<file path="src/rtl/mem_arbiter.sv">
// Shares the single byte-addressed data RAM between instruction fetch and load/store.
// Round-robin grant, legality checks, start/done handshake with timeout, load extension.
module mem_arbiter #(
  parameter int MEM_SIZE = 4096,
  parameter int TIMEOUT  = 15
) (
  input  logic        clk,
  input  logic        rst,
  input  logic        if_req,
  input  logic [31:0] if_adr,
  output logic        if_ack,
  output logic [31:0] if_data,
  output logic        if_err,
  input  logic        dm_req,
  input  logic        dm_we,
  input  logic [31:0] dm_adr,
  input  logic [31:0] dm_wdata,
  input  logic [2:0]  dm_siz,
  output logic        dm_ack,
  output logic [31:0] dm_rdata,
  output logic        dm_err,
  output logic        ram_start,
  output logic [31:0] ram_adr,
  output logic        ram_load,
  output logic [31:0] ram_in,
  output logic [2:0]  ram_siz,
  input  logic [31:0] ram_out,
  input  logic        ram_done,
  output logic        busy
);

  localparam int            CW        = $clog2(TIMEOUT + 1);
  localparam logic [32:0]   MEM_LIMIT = 33'(MEM_SIZE);
  localparam logic [CW-1:0] CNT_LAST  = CW'(TIMEOUT - 1);
  localparam logic [CW-1:0] CNT_ZERO  = {CW{1'b0}};

  localparam logic [2:0] SIZ_BYTE = 3'd0;
  localparam logic [2:0] SIZ_HALF = 3'd1;
  localparam logic [2:0] SIZ_WORD = 3'd2;
  localparam logic [2:0] SIZ_BU   = 3'd4;
  localparam logic [2:0] SIZ_HU   = 3'd5;

  typedef enum logic [1:0] {
    S_IDLE  = 2'd0,
    S_START = 2'd1,
    S_WAIT  = 2'd2,
    S_ACK   = 2'd3
  } state_t;

  state_t        state_r, state_s;
  logic          last_grant_r;   // 1 = data port was granted last
  logic          grant_dm_r;
  logic [31:0]   adr_r;
  logic          we_r;
  logic [31:0]   wdata_r;
  logic [2:0]    siz_r;
  logic [2:0]    ram_siz_r;
  logic [CW-1:0] cnt_r;
  logic          ram_start_r;
  logic          busy_r;
  logic          if_ack_r, if_err_r, dm_ack_r, dm_err_r;
  logic [31:0]   if_data_r, dm_rdata_r;

  logic          any_req_s;
  logic          sel_dm_s;
  logic [31:0]   cand_adr_s;
  logic          cand_we_s;
  logic [31:0]   cand_wdata_s;
  logic [2:0]    cand_siz_s;
  logic          cand_bad_s;
  logic          done_ok_s;
  logic          tmo_s;

  function automatic logic access_bad(input logic [31:0] adr, input logic we,
                                      input logic [2:0] siz);
    logic [2:0] nb;
    logic       illegal;
    logic       misalign;
    logic       range_err;
    nb       = 3'd0;
    illegal  = 1'b0;
    misalign = 1'b0;
    case (siz)
      SIZ_BYTE: nb = 3'd1;
      SIZ_HALF: begin nb = 3'd2; misalign = adr[0]; end
      SIZ_WORD: begin nb = 3'd4; misalign = (adr[1:0] != 2'b00); end
      SIZ_BU:   begin nb = 3'd1; illegal = we; end
      SIZ_HU:   begin nb = 3'd2; misalign = adr[0]; illegal = we; end
      default:  illegal = 1'b1;
    endcase
    range_err  = ({1'b0, adr} + {30'd0, nb}) > MEM_LIMIT;
    access_bad = illegal | misalign | range_err;
  endfunction

  // The RAM only knows signed-agnostic sizes 0..2.
  function automatic logic [2:0] ram_siz_map(input logic [2:0] siz);
    case (siz)
      SIZ_BU:  ram_siz_map = SIZ_BYTE;
      SIZ_HU:  ram_siz_map = SIZ_HALF;
      default: ram_siz_map = siz;
    endcase
  endfunction

  function automatic logic [31:0] load_ext(input logic [2:0] siz, input logic [31:0] raw);
    case (siz)
      SIZ_BYTE: load_ext = {{24{raw[7]}}, raw[7:0]};
      SIZ_HALF: load_ext = {{16{raw[15]}}, raw[15:0]};
      SIZ_BU:   load_ext = {24'd0, raw[7:0]};
      SIZ_HU:   load_ext = {16'd0, raw[15:0]};
      default:  load_ext = raw;
    endcase
  endfunction

  // Pick the winning requester and check the access it presents.
  always_comb begin
    any_req_s    = if_req | dm_req;
    sel_dm_s     = 1'b0;
    cand_adr_s   = 32'd0;
    cand_we_s    = 1'b0;
    cand_wdata_s = 32'd0;
    cand_siz_s   = SIZ_WORD;
    if (if_req && dm_req) begin
      sel_dm_s = ~last_grant_r;
    end else if (dm_req) begin
      sel_dm_s = 1'b1;
    end else begin
      sel_dm_s = 1'b0;
    end
    if (sel_dm_s) begin
      cand_adr_s   = dm_adr;
      cand_we_s    = dm_we;
      cand_wdata_s = dm_wdata;
      cand_siz_s   = dm_siz;
    end else begin
      cand_adr_s   = if_adr;
      cand_we_s    = 1'b0;
      cand_wdata_s = 32'd0;
      cand_siz_s   = SIZ_WORD;
    end
    cand_bad_s = access_bad(cand_adr_s, cand_we_s, cand_siz_s);
  end

  // Next-state logic; done is ignored on the first WAIT cycle.
  always_comb begin
    state_s   = state_r;
    done_ok_s = (cnt_r != CNT_ZERO) && ram_done;
    tmo_s     = (cnt_r == CNT_LAST);
    case (state_r)
      S_IDLE: begin
        if (any_req_s) begin
          state_s = cand_bad_s ? S_ACK : S_START;
        end else begin
          state_s = S_IDLE;
        end
      end
      S_START: state_s = S_WAIT;
      S_WAIT: begin
        if (done_ok_s || tmo_s) begin
          state_s = S_ACK;
        end else begin
          state_s = S_WAIT;
        end
      end
      S_ACK:   state_s = S_IDLE;
      default: state_s = S_IDLE;
    endcase
  end

  // State, request latch, RAM strobe and registered completion outputs.
  always_ff @(posedge clk) begin
    if (rst) begin
      state_r      <= S_IDLE;
      last_grant_r <= 1'b0;
      grant_dm_r   <= 1'b0;
      adr_r        <= 32'd0;
      we_r         <= 1'b0;
      wdata_r      <= 32'd0;
      siz_r        <= 3'd0;
      ram_siz_r    <= 3'd0;
      cnt_r        <= CNT_ZERO;
      ram_start_r  <= 1'b0;
      busy_r       <= 1'b0;
      if_ack_r     <= 1'b0;
      if_err_r     <= 1'b0;
      if_data_r    <= 32'd0;
      dm_ack_r     <= 1'b0;
      dm_err_r     <= 1'b0;
      dm_rdata_r   <= 32'd0;
    end else begin
      state_r     <= state_s;
      busy_r      <= (state_s != S_IDLE);
      ram_start_r <= (state_s == S_START);
      if_ack_r    <= 1'b0;
      if_err_r    <= 1'b0;
      if_data_r   <= 32'd0;
      dm_ack_r    <= 1'b0;
      dm_err_r    <= 1'b0;
      dm_rdata_r  <= 32'd0;
      case (state_r)
        S_IDLE: begin
          if (any_req_s) begin
            grant_dm_r   <= sel_dm_s;
            last_grant_r <= sel_dm_s;
            adr_r        <= cand_adr_s;
            we_r         <= cand_we_s;
            wdata_r      <= cand_wdata_s;
            siz_r        <= cand_siz_s;
            ram_siz_r    <= ram_siz_map(cand_siz_s);
            if (cand_bad_s) begin
              if_ack_r <= ~sel_dm_s;
              if_err_r <= ~sel_dm_s;
              dm_ack_r <= sel_dm_s;
              dm_err_r <= sel_dm_s;
            end
          end
        end
        S_START: cnt_r <= CNT_ZERO;
        S_WAIT: begin
          if (done_ok_s) begin
            if_ack_r   <= ~grant_dm_r;
            dm_ack_r   <= grant_dm_r;
            if_data_r  <= grant_dm_r ? 32'd0 : ram_out;
            dm_rdata_r <= (grant_dm_r && !we_r) ? load_ext(siz_r, ram_out) : 32'd0;
          end else if (tmo_s) begin
            if_ack_r <= ~grant_dm_r;
            if_err_r <= ~grant_dm_r;
            dm_ack_r <= grant_dm_r;
            dm_err_r <= grant_dm_r;
          end else begin
            cnt_r <= cnt_r + 1'b1;
          end
        end
        default: begin
          cnt_r <= cnt_r;
        end
      endcase
    end
  end

  assign if_ack    = if_ack_r;
  assign if_data   = if_data_r;
  assign if_err    = if_err_r;
  assign dm_ack    = dm_ack_r;
  assign dm_rdata  = dm_rdata_r;
  assign dm_err    = dm_err_r;
  assign ram_start = ram_start_r;
  assign ram_adr   = adr_r;
  assign ram_load  = we_r;
  assign ram_in    = wdata_r;
  assign ram_siz   = ram_siz_r;
  assign busy      = busy_r;

endmodule

</file>
<file path="config.mk">
export PLATFORM = sky130hd
export DESIGN_NAME = mem_arbiter
export DESIGN_NICKNAME = d
export VERILOG_FILES = /design/src/rtl/mem_arbiter.sv
export SDC_FILE = /design/constraint.sdc
export NUM_CORES = 1
export LEC_CHECK = 0
export BUFFER_PORTS_ARGS = -buffer_cell sky130_fd_sc_hd__buf_2
export CAP_MARGIN = 20
export CORE_AREA = 5 5 143 145
export DETAILED_ROUTE_END_ITERATION = 12
export DIE_AREA = 0 0 148 150
export PLACE_DENSITY = 0.6
export SLEW_MARGIN = 5
export SYNTH_ARGS = -nofsm -noshare
export SYNTH_HDL_FRONTEND = slang
export SYNTH_SLANG_ARGS = --single-unit
</file>
<file path="constraint.sdc">
create_clock -name clk -period 5.8 [get_ports clk]
set_clock_uncertainty 0.2 [all_clocks]
set_input_delay 0.29 -clock clk [delete_from_list [all_inputs] [get_ports clk]]
set_output_delay 0.29 -clock clk [all_outputs]
set_load 0.03 [all_outputs]
</file>
== Word-level counts from Yosys, hierarchy flattened ==
Index checks and enable logic that the tools add are counted.
Storage, ports and cells
  bits in registers: 148
  bits in latches: 0
  bits in writable memories: 0
  memory bits (read-only): 0
  logic and storage cells: 93
  memories: 0
Cells by class
  add/subtract/negate cells: 2
  multiply operators: 0
  divide/modulo/power cells: 0
  magnitude comparators: 1
  equality and inequality tests: 14
  shifts and indexed selects: 0
  muxes and demuxes: 32
  bitwise logic cells: 8
  reductions and logical operators: 20
Operator list (number)
  32-bit case mux with 4 select lines: 1
  32-bit two-way mux: 2
  32-bit by 3-bit adder with 33-bit output: 1
  33-bit by 13-bit > comparator with 1-bit output (second input constant): 1
  1-bit two-way mux: 14
  3-bit == test (second input constant): 4
  1-bit case mux with 2 select lines: 6
  3-bit case mux with 3 select lines: 1
  4-bit two-way mux: 2
  2-bit case mux with 4 select lines: 1
  4-bit case mux with 2 select lines: 1
  4-bit OR reduction: 2
  3-bit by 1-bit == test with 1-bit output (second input constant): 2
  3-bit zero test: 2
  3-bit case mux with 2 select lines: 1
  2-bit nonzero test: 3
  2-bit OR reduction: 3
  1-bit NOT: 5
  4-bit by 1-bit adder with 4-bit output (second input constant): 1
  2-bit by 1-bit == test with 1-bit output (second input constant): 2
  2-bit == test (second input constant): 2
  4-bit == test (second input constant): 1
  2-bit two-way mux: 2
  2-bit inequality test (second input constant): 2
  other kinds (11): 15

== Logic depth before layout (Yosys ltp) ==
Gate-level depths: netlist of run 1.
  word-level depth: 13
  gate-level depth with buffers: 19

== Least setup slack after synthesis of run 1 ==
OpenSTA, ideal clock, no wires.
  path type: register -> register
  start: register grant_dm_r
  end: register dm_ack_r, in the netlist dm_ack
  library setup time: 0.143 ns
  data arrival time: 4.086 ns
  data required time: 5.457 ns
  path slack: 1.371 ns
  stages on the path, launching flop included: 19
  path buffers: 6
  cell sequence: dfxtp_1 > buf_2 > a21boi_2 > buf_4 > buf_8 > buf_2 > clkbuf_1 > clkbuf_1 > nand2_1 > nand2_1 > ha_1 > fa_1 > a21oi_1 > a2111oi_2 > nand2_1 > mux2i_1 > or4_4 > nor4b_4 > a311oi_1
Between the ends
  elaborated cells between the ends (all ways): 27
  those cells by class: add/sub (1); order compare (1); eq/ne (4); mux (12); bitwise (3); reduce/logical (6)
RTL lines
  start: declaration: RTL line 52  | logic grant_dm_r;
  start signal: assignment: RTL line 202  | grant_dm_r <= sel_dm_s;
  1-bit NOT *
  1-bit two-way mux *
  32-bit two-way mux *
  net cand_adr_s[0]: RTL line 66  | logic [31:0] cand_adr_s;
  branches (longest 3 deep; another with 32-bit by 3-bit adder with 33-bit output)
  1-bit bitwise OR *
  1-bit two-way mux * (2 in series)
  1-bit case mux with 2 select lines *: RTL line 199  | case (state_r)
  end signal: assignment: RTL line 212  | dm_ack_r <= sel_dm_s;
  end signal: assignment: RTL line 221  | dm_ack_r <= grant_dm_r;
  end signal: assignment: RTL line 227  | dm_ack_r <= grant_dm_r;
  end: declaration: RTL line 61  | logic if_ack_r, if_err_r, dm_ack_r, dm_err_r;
Mark *: on every way through the listed nets, which the timed path passes.
A chain may end at the register's enable or synchronous reset.

== Final worst setup path of run 1 ==
  start: register grant_dm_r
  end: register dm_ack_r, in the netlist dm_ack
Between the ends
  longest elaborated chain between the ends: 12
  elaborated cells between the ends (all ways): 27
  those cells by class: add/sub (1); order compare (1); eq/ne (4); mux (12); bitwise (3); reduce/logical (6)
RTL lines (RTL line)
  1-bit NOT
  1-bit two-way mux
  3-bit two-way mux
  3-bit == test (tied with other cells)
  2-bit OR reduction (no line)
  3-bit case mux with 3 select lines
  32-bit by 3-bit adder with 33-bit output
  33-bit by 13-bit > comparator with 1-bit output
  1-bit bitwise OR
  1-bit two-way mux (2 in series)
  1-bit case mux with 2 select lines *: 199
Mark *: on every way between the ends. The rest lies on a longest branch, timed or not.

==> reports/results.txt, run 1 <==
Status = finished clean
Final Hold Vio Count = 0
Synth Flop Type = dfxtp_1
Io pins = 275
Cell Chain, Critical Path = a21boi_4, buf_4, mux2i_1, a2111oi_2, nand2_1, mux2i_1, or4_4, nor4b_4, a311oi_1
Layout cell share with drive strength beyond 1 = 30.7%
CTS Buf Count = 17
Synthesized area per cell = 8.75 sq um
Die ar. = 22,200 sq um
Hold crit path type = in -> reg
Hold path startpoint = dm_siz[1]
Synth Instances = 743
Clk root buf = clkbuf_16
RSZ-0062 raised after global routing = no
Crit path DAT = 4.04 ns
Largest net degree at the start of global routing = 84
Inst Count DP = 1,207
Number of flops mapped to enable cells by yosys = 0
First-pass GRT wire length = 34,200 microns
CP required = 5.87 ns
Vias per cell = 5.08
Worst Hold Path Cells = 3
FFs w/ async S/R, synth = 0%
Min-Delay Endpoint = ram_siz[2]
WL final = 22,500 microns
Rel. slew slack = 38.0%
TritonCTS clock tree = yes
Initial antenna violation count = 3
GRT Total Usage = 19.4%
Slew @ Worst Pin = 0.928 ns
Place WS = 1.85 ns
Register area share after synthesis = 44.9%
Core Area = 19,100 sq um
Most frequent CP cell = mux2i_1
P per Cell Area = 299 nW/um^2
Setup violators final = 0
DRC = 0
Final layout net count = 1,217
Placed Area = 7990 sq um
Crit end category = register
Via count = 6,720
First DRT Iteration DRCs = 437
Vias in the first global route = 6,363
Yosys top cell area share = 44.9%
Worst-skew pair later-pin latency = 0.43 ns
Post-synth top area cell = dfxtp_1
Clock buffer depth = 2
Worst R2R Path Depth = 9
Starting Density = 34.1%
Worst reg2reg endpoint = dm_ack
Post-synthesis cell type count = 65
Clk slew on worst S/H paths = 0.06 ns
Mapped Nets = 889
Crit Path Max Fanout = 50
Max H-tree Level = 4
CP max stage delay = 0.66 ns
Leakage = 0.00435 uW
Die Wd = 148 microns
Maxcap violations = 0
Max-slew violations = 0
Row cnt = 51
Detail Placement HPWL = 16,100 microns
Max Clk Rate = 251 MHz
P&R area growth vs syn = 44.6%
Register bit total from synthesis = 146
Yosys warning count = 0
CTS sink count = 146
Final worst-path cycle share = 68.6%
Remaining antenna violation count = 0
Worst VDD drop = 0.198 mV
Die Ht = 150 microns
Fin util = 49.3%
Min cycle time layout = 3.98 ns
Crit Reg-Reg Startpoint = grant_dm_r
Setup crit start kind = register
Total grt overflow = 0
Ranking of synthesized cells by area = dfxtp_1, nor2_1, nand2_1, a22oi_1, and2_1
Final setup margin = 1.82 ns
Fin area = 9410 sq um
Mapped Area = 6500 sq um
WL/cell = 17.0 microns
FF-to-FF setup slack = 1.82 ns
GPL Wtd Cong = 0.990
Post CTS Setup Buffer Count = 0
Post-route insts no fill = 1,323
Setup TNS = 0 ns
Crit Path Class = reg -> reg
Crit path max-delay cell type = a2111oi_2
TritonRoute pass-1 iters = 7
IO buf count = 274
[registers in the layout, summed over array words and instances, names as in the netlist, 2 cells and up]
signal    flops
state_r       2
ram_in       32
siz_r         3
if_data      32
cnt_r         4
dm_rdata     32
ram_adr      32
[logic make-up after synthesis]
kind of cell	synth area share [%]
compound gates	18.3
xor+xnor	2.42
fa+ha+maj	1.85
buf+inv	4.21
flops	44.9
mux	5.10
simple gates	23.2
[synthesized netlist by cell type, types with 4 or more instances]
cell        n
nor4_1      5
a22oi_1    36
nand3_1    18
nand4_1    22
and2_1     42
nand2_1    79
nor3_1     18
mux2i_1    26
mux2_2      5
nand2b_1    4
a21oi_1    39
xnor2_1     9
buf_4       5
a211oi_1   22
a311oi_1   10
a21o_1      9
clkbuf_1   42
xor2_1      9
nor2_1     96
ha_1        8
dfxtp_1   146
and4_1      9
inv_1       5
o21ai_0    15
[what timing repair did]
action | in CTS | in global routing
resized for setup | 0 | 0
endpoints found under the hold margin | 108 | 0
hold buffers | 83 | 0
[routing by layer]
layer	wire, microns	part of all wire, %	GRT usage (%)
met5	22	0.098	0
met4	387	1.7	5.91
met3	1620	7.2	5.84
met2	10800	48	32.0
met1	9620	43	24.5
[layout make-up]
class / instances / area [sq um]
clock inverter: 14 / 141
inverter: 5 / 18.8
timing repair buffer: 364 / 2250
multi-input combinational: 537 / 3330
fill: 1806 / 9670
tap: 238 / 298
antenna: 1 / 2.50
clock buffer: 18 / 439
sequential: 146 / 2920
[stage by stage]
stage	power, uW	hold slack (ns)
global placement	1680	0.263
floorplan	1490	0.212
global route	2940	0.0734
detailed placement	1690	0.274
finish	2820	0.0431
CTS	2840	0.0324
[worst max-delay path, delay by kind of cell, from the launching register on]
family                 cells  cell delay (ns)
AOI/OAI and AO/OA          3             1.05
buffers and inverters      1             0.52
DFF                        1             0.41
muxes                      2             0.48
and+or+nand+nor            3             1.10
[placed cells by master (no fill, tap or decap), types with 15 or more instances in the layout]
cell type,n
buf_2,274
dfxtp_1,146
nor2_1,95
dlygate4sd3_1,83
nand2_1,79
and2_1,42
a21oi_1,39
a22oi_1,36
mux2i_1,26
a211oi_1,22
nand4_1,22
nor3_1,18
nand3_1,18
clkbuf_16,17
o21ai_0,15
[how the worst max path moves through the flow]
stage | from | endpoint | slack (ns) | cells after the start
final | grant_dm_r | dm_ack | 1.82 | 9
after global routing | grant_dm_r | dm_err | 1.58 | 12
after floorplan | grant_dm_r | dm_ack | 1.37 | 18
after global placement | dm_req | dm_ack | 1.89 | 10
after CTS | grant_dm_r | dm_ack | 1.84 | 9
after detailed placement | dm_req | dm_err | 1.85 | 10
[power breakdown]
part           total (uW)  leakage, uW  internal [uW]  switching [uW]
Combinational         613      0.00288            224             389
Clock                1100     0.000284            616             480
Sequential           1110      0.00119           1060            42.1
Note: power is estimated with default switching activity, not from simulation.
==> run 2, diff against run 1 <==
--- a/config.mk
+++ b/config.mk
@@ -5,11 +5,12 @@
 export SDC_FILE = /design/constraint.sdc
 export NUM_CORES = 1
 export LEC_CHECK = 0
+export ABC_AREA = 1
 export BUFFER_PORTS_ARGS = -buffer_cell sky130_fd_sc_hd__buf_2
 export CAP_MARGIN = 20
-export CORE_AREA = 5 5 143 145
+export CORE_AREA = 5 5 144 146
 export DETAILED_ROUTE_END_ITERATION = 12
-export DIE_AREA = 0 0 148 150
+export DIE_AREA = 0 0 149 151
 export PLACE_DENSITY = 0.6
 export SLEW_MARGIN = 5
 export SYNTH_ARGS = -nofsm -noshare
==> constraint.sdc (replaced) <==
create_clock -name clk -period 3.85 [get_ports clk]
set_clock_uncertainty 0.2 [all_clocks]
set_input_delay 0.1925 -clock clk [delete_from_list [all_inputs] [get_ports clk]]
set_output_delay 0.1925 -clock clk [all_outputs]
set_load 0.03 [all_outputs]
==> reports/results.txt, run 2 <==
IO buf count = 274
CP delay by family, top = simple AND/OR/NAND/NOR gates
Row cnt = 51
Mapped Area = 6660 sq um
Final layout net count = 1,462
Ranking of synthesized cells by area = dfxtp_1, nand2_1, a21oi_1, nor2_1, inv_1
GPL Wtd Cong = 0.947
Max-slew violations = 0
Worst VDD drop = 0.302 mV
Remaining antenna violation count = 0
First-pass GRT wire length = 36,600 microns
Register bit total from synthesis = 146
Register area share after synthesis = 43.9%
Post CTS Setup Buffer Count = 0
Setup crit start kind = register
Synthesized area per cell = 6.83 sq um
CTS sink count = 146
WL/cell = 14.9 microns
WL final = 23,700 microns
Crit path DAT = 3.45 ns
FFs w/ async S/R, synth = 0%
Internal power = 3060 uW
Slew @ Worst Pin = 0.970 ns
P per Cell Area = 470 nW/um^2
Rel. slew slack = 35.3%
Mapped Nets = 1,121
WP buf/inv = 1
Max Clk Rate = 297 MHz
Detail Placement HPWL = 17,200 microns
Yosys top cell area share = 43.9%
TritonRoute pass-1 iters = 5
Status = finished clean
Crit end category = register
Most frequent cells in the layout = buf_2, nand2_1, dfxtp_1
Die Ht = 151 microns
Commonest cells post-synth = nand2_1, dfxtp_1, nor2_1, inv_1, a21oi_1
P&R area growth vs syn = 45.4%
Setup TNS = 0 ns
Vias per cell = 4.62
Worst-skew pair later-pin latency = 0.41 ns
Routing usage on met2 = 34.7%
Final Hold Vio Count = 0
Crit path max-delay cell type = dfxtp_1
Number of flops mapped to enable cells by yosys = 0
First DRT Iteration DRCs = 338
GR Util met3 = 5.69%
Switch Pwr = 1490 uW
Post-synth top area cell = dfxtp_1
Clk slew on worst S/H paths = 0.06 ns
Post-synthesis cell type count = 35
CTS Buf Count = 17
Sw frac = 32.8%
Core Area = 19,300 sq um
Met1 Use GR = 24.8%
Max H-tree Level = 4
Final setup margin = 0.484 ns
Leakage = 0.00498 uW
Initial antenna violation count = 2
Fin util = 50.3%
Setup violators final = 0
Yosys warning count = 0
GRT busiest layer = met2
Min cycle time layout = 3.37 ns
CTS Hold Bufs = 80
DRC = 0
Gate power share = 24.2%
Total grt overflow = 0
TritonCTS clock tree = yes
GRT Total Usage = 20.4%
Starting Density = 34.6%
Synth Instances = 975
Via count = 7,364
Final worst-path cycle share = 87.4%
Hold crit path type = in -> reg
Most frequent CP cell = nand2_1
Most common cell after layout, fill and taps aside = buf_2
Crit Path Class = reg -> reg
Maxcap violations = 0
Post-CTS sizing = 0
Layout cell share with drive strength beyond 1 = 26.4%
Clock buffer depth = 2
Clk root buf = clkbuf_16
Cell Chain, Critical Path = nand2_4, nand2_4, o21ai_0, ha_1, fa_1, a21oi_1, inv_1, nand2_1, nor2_4, nand3_1, o21ai_0, nand2_1, nand2_1, nor2_1, nand2_1, nor2_1, nand3_2, nand3_1, a21oi_1
Vias in the first global route = 7,266
Io pins = 275
Part of the power in registers = 37.0%
CP max stage delay = 0.46 ns
Largest net degree at the start of global routing = 70
Clock power share = 38.8%
CP required = 3.93 ns
Place WS = 0.505 ns
Top-count cell post-synth = nand2_1
Crit Path Max Fanout = 11
RSZ-0062 raised after global routing = no
Synth Flop Type = dfxtp_1
Die ar. = 22,500 sq um
Die Wd = 149 microns
-- run 2: routing by layer --
| metal | vias up | wire (microns) | share of wire, % |
|---|---|---|---|
| li1 | 3754 | - | - |
| met1 | 3278 | 10200 | 43 |
| met2 | 292 | 11000 | 47 |
| met3 | 38 | 1930 | 8.1 |
| met4 | 2 | 540 | 2.3 |
| met5 | - | 13 | 0.055 |
-- run 2: final cells by class --
cell class,instances,area (sq um)
inverter,106,398
fill,1938,9580
sequential,146,2920
antenna,1,2.50
timing repair buffer,368,2280
clock buffer,20,457
multi-input combinational,677,3130
clock inverter,12,170
tap,265,332
-- run 2: power by group through the flow --
stage                     Clock [uW]  Sequential (uW)  Combinational (uW)
after floorplan                    0             1900                 499
after global placement             0             1710                1030
after detailed placement           0             1710                1030
after CTS                       1810             1680                1110
after global routing            1870             1700                1220
final                           1770             1680                1100
-- run 2: worst paths after layout --
kind              cells after the start  slack, ns         end  startpoint
setup reg to reg                     19       0.48      if_ack  grant_dm_r
hold / removal                        5       0.02  ram_adr[5]   dm_adr[5]
setup / recovery                     19       0.48      if_ack  grant_dm_r
hold reg to reg                       2       0.26   ram_in[5]   ram_in[5]
-- run 2: through the flow --
step,hold slack [ns],std cells,power (uW),area [sq um]
global route,0.0370,1595,4790,9690
floorplan,0.105,975,2400,6660
CTS,0.00476,1594,4600,9690
global placement,0.222,1482,2740,8260
detailed placement,0.224,1482,2750,8260
finish,0.0165,1595,4550,9690
-- run 2: worst min-delay path, stage by stage --
cell	delay [ns]
buf_2	0.10
nand3_1	0.08
nand2_2	0.09
inv_1	0.06
a21oi_1	0.06
-- run 2: cell families after synthesis --
logic type      count (synthesis)  share of synthesized area [%]
xor+xnor                        6                          0.789
fa+ha+maj                       9                           1.80
buf+inv                       152                           9.39
compound gates                163                           12.6
simple gates                  499                           31.6
flops                         146                           43.9
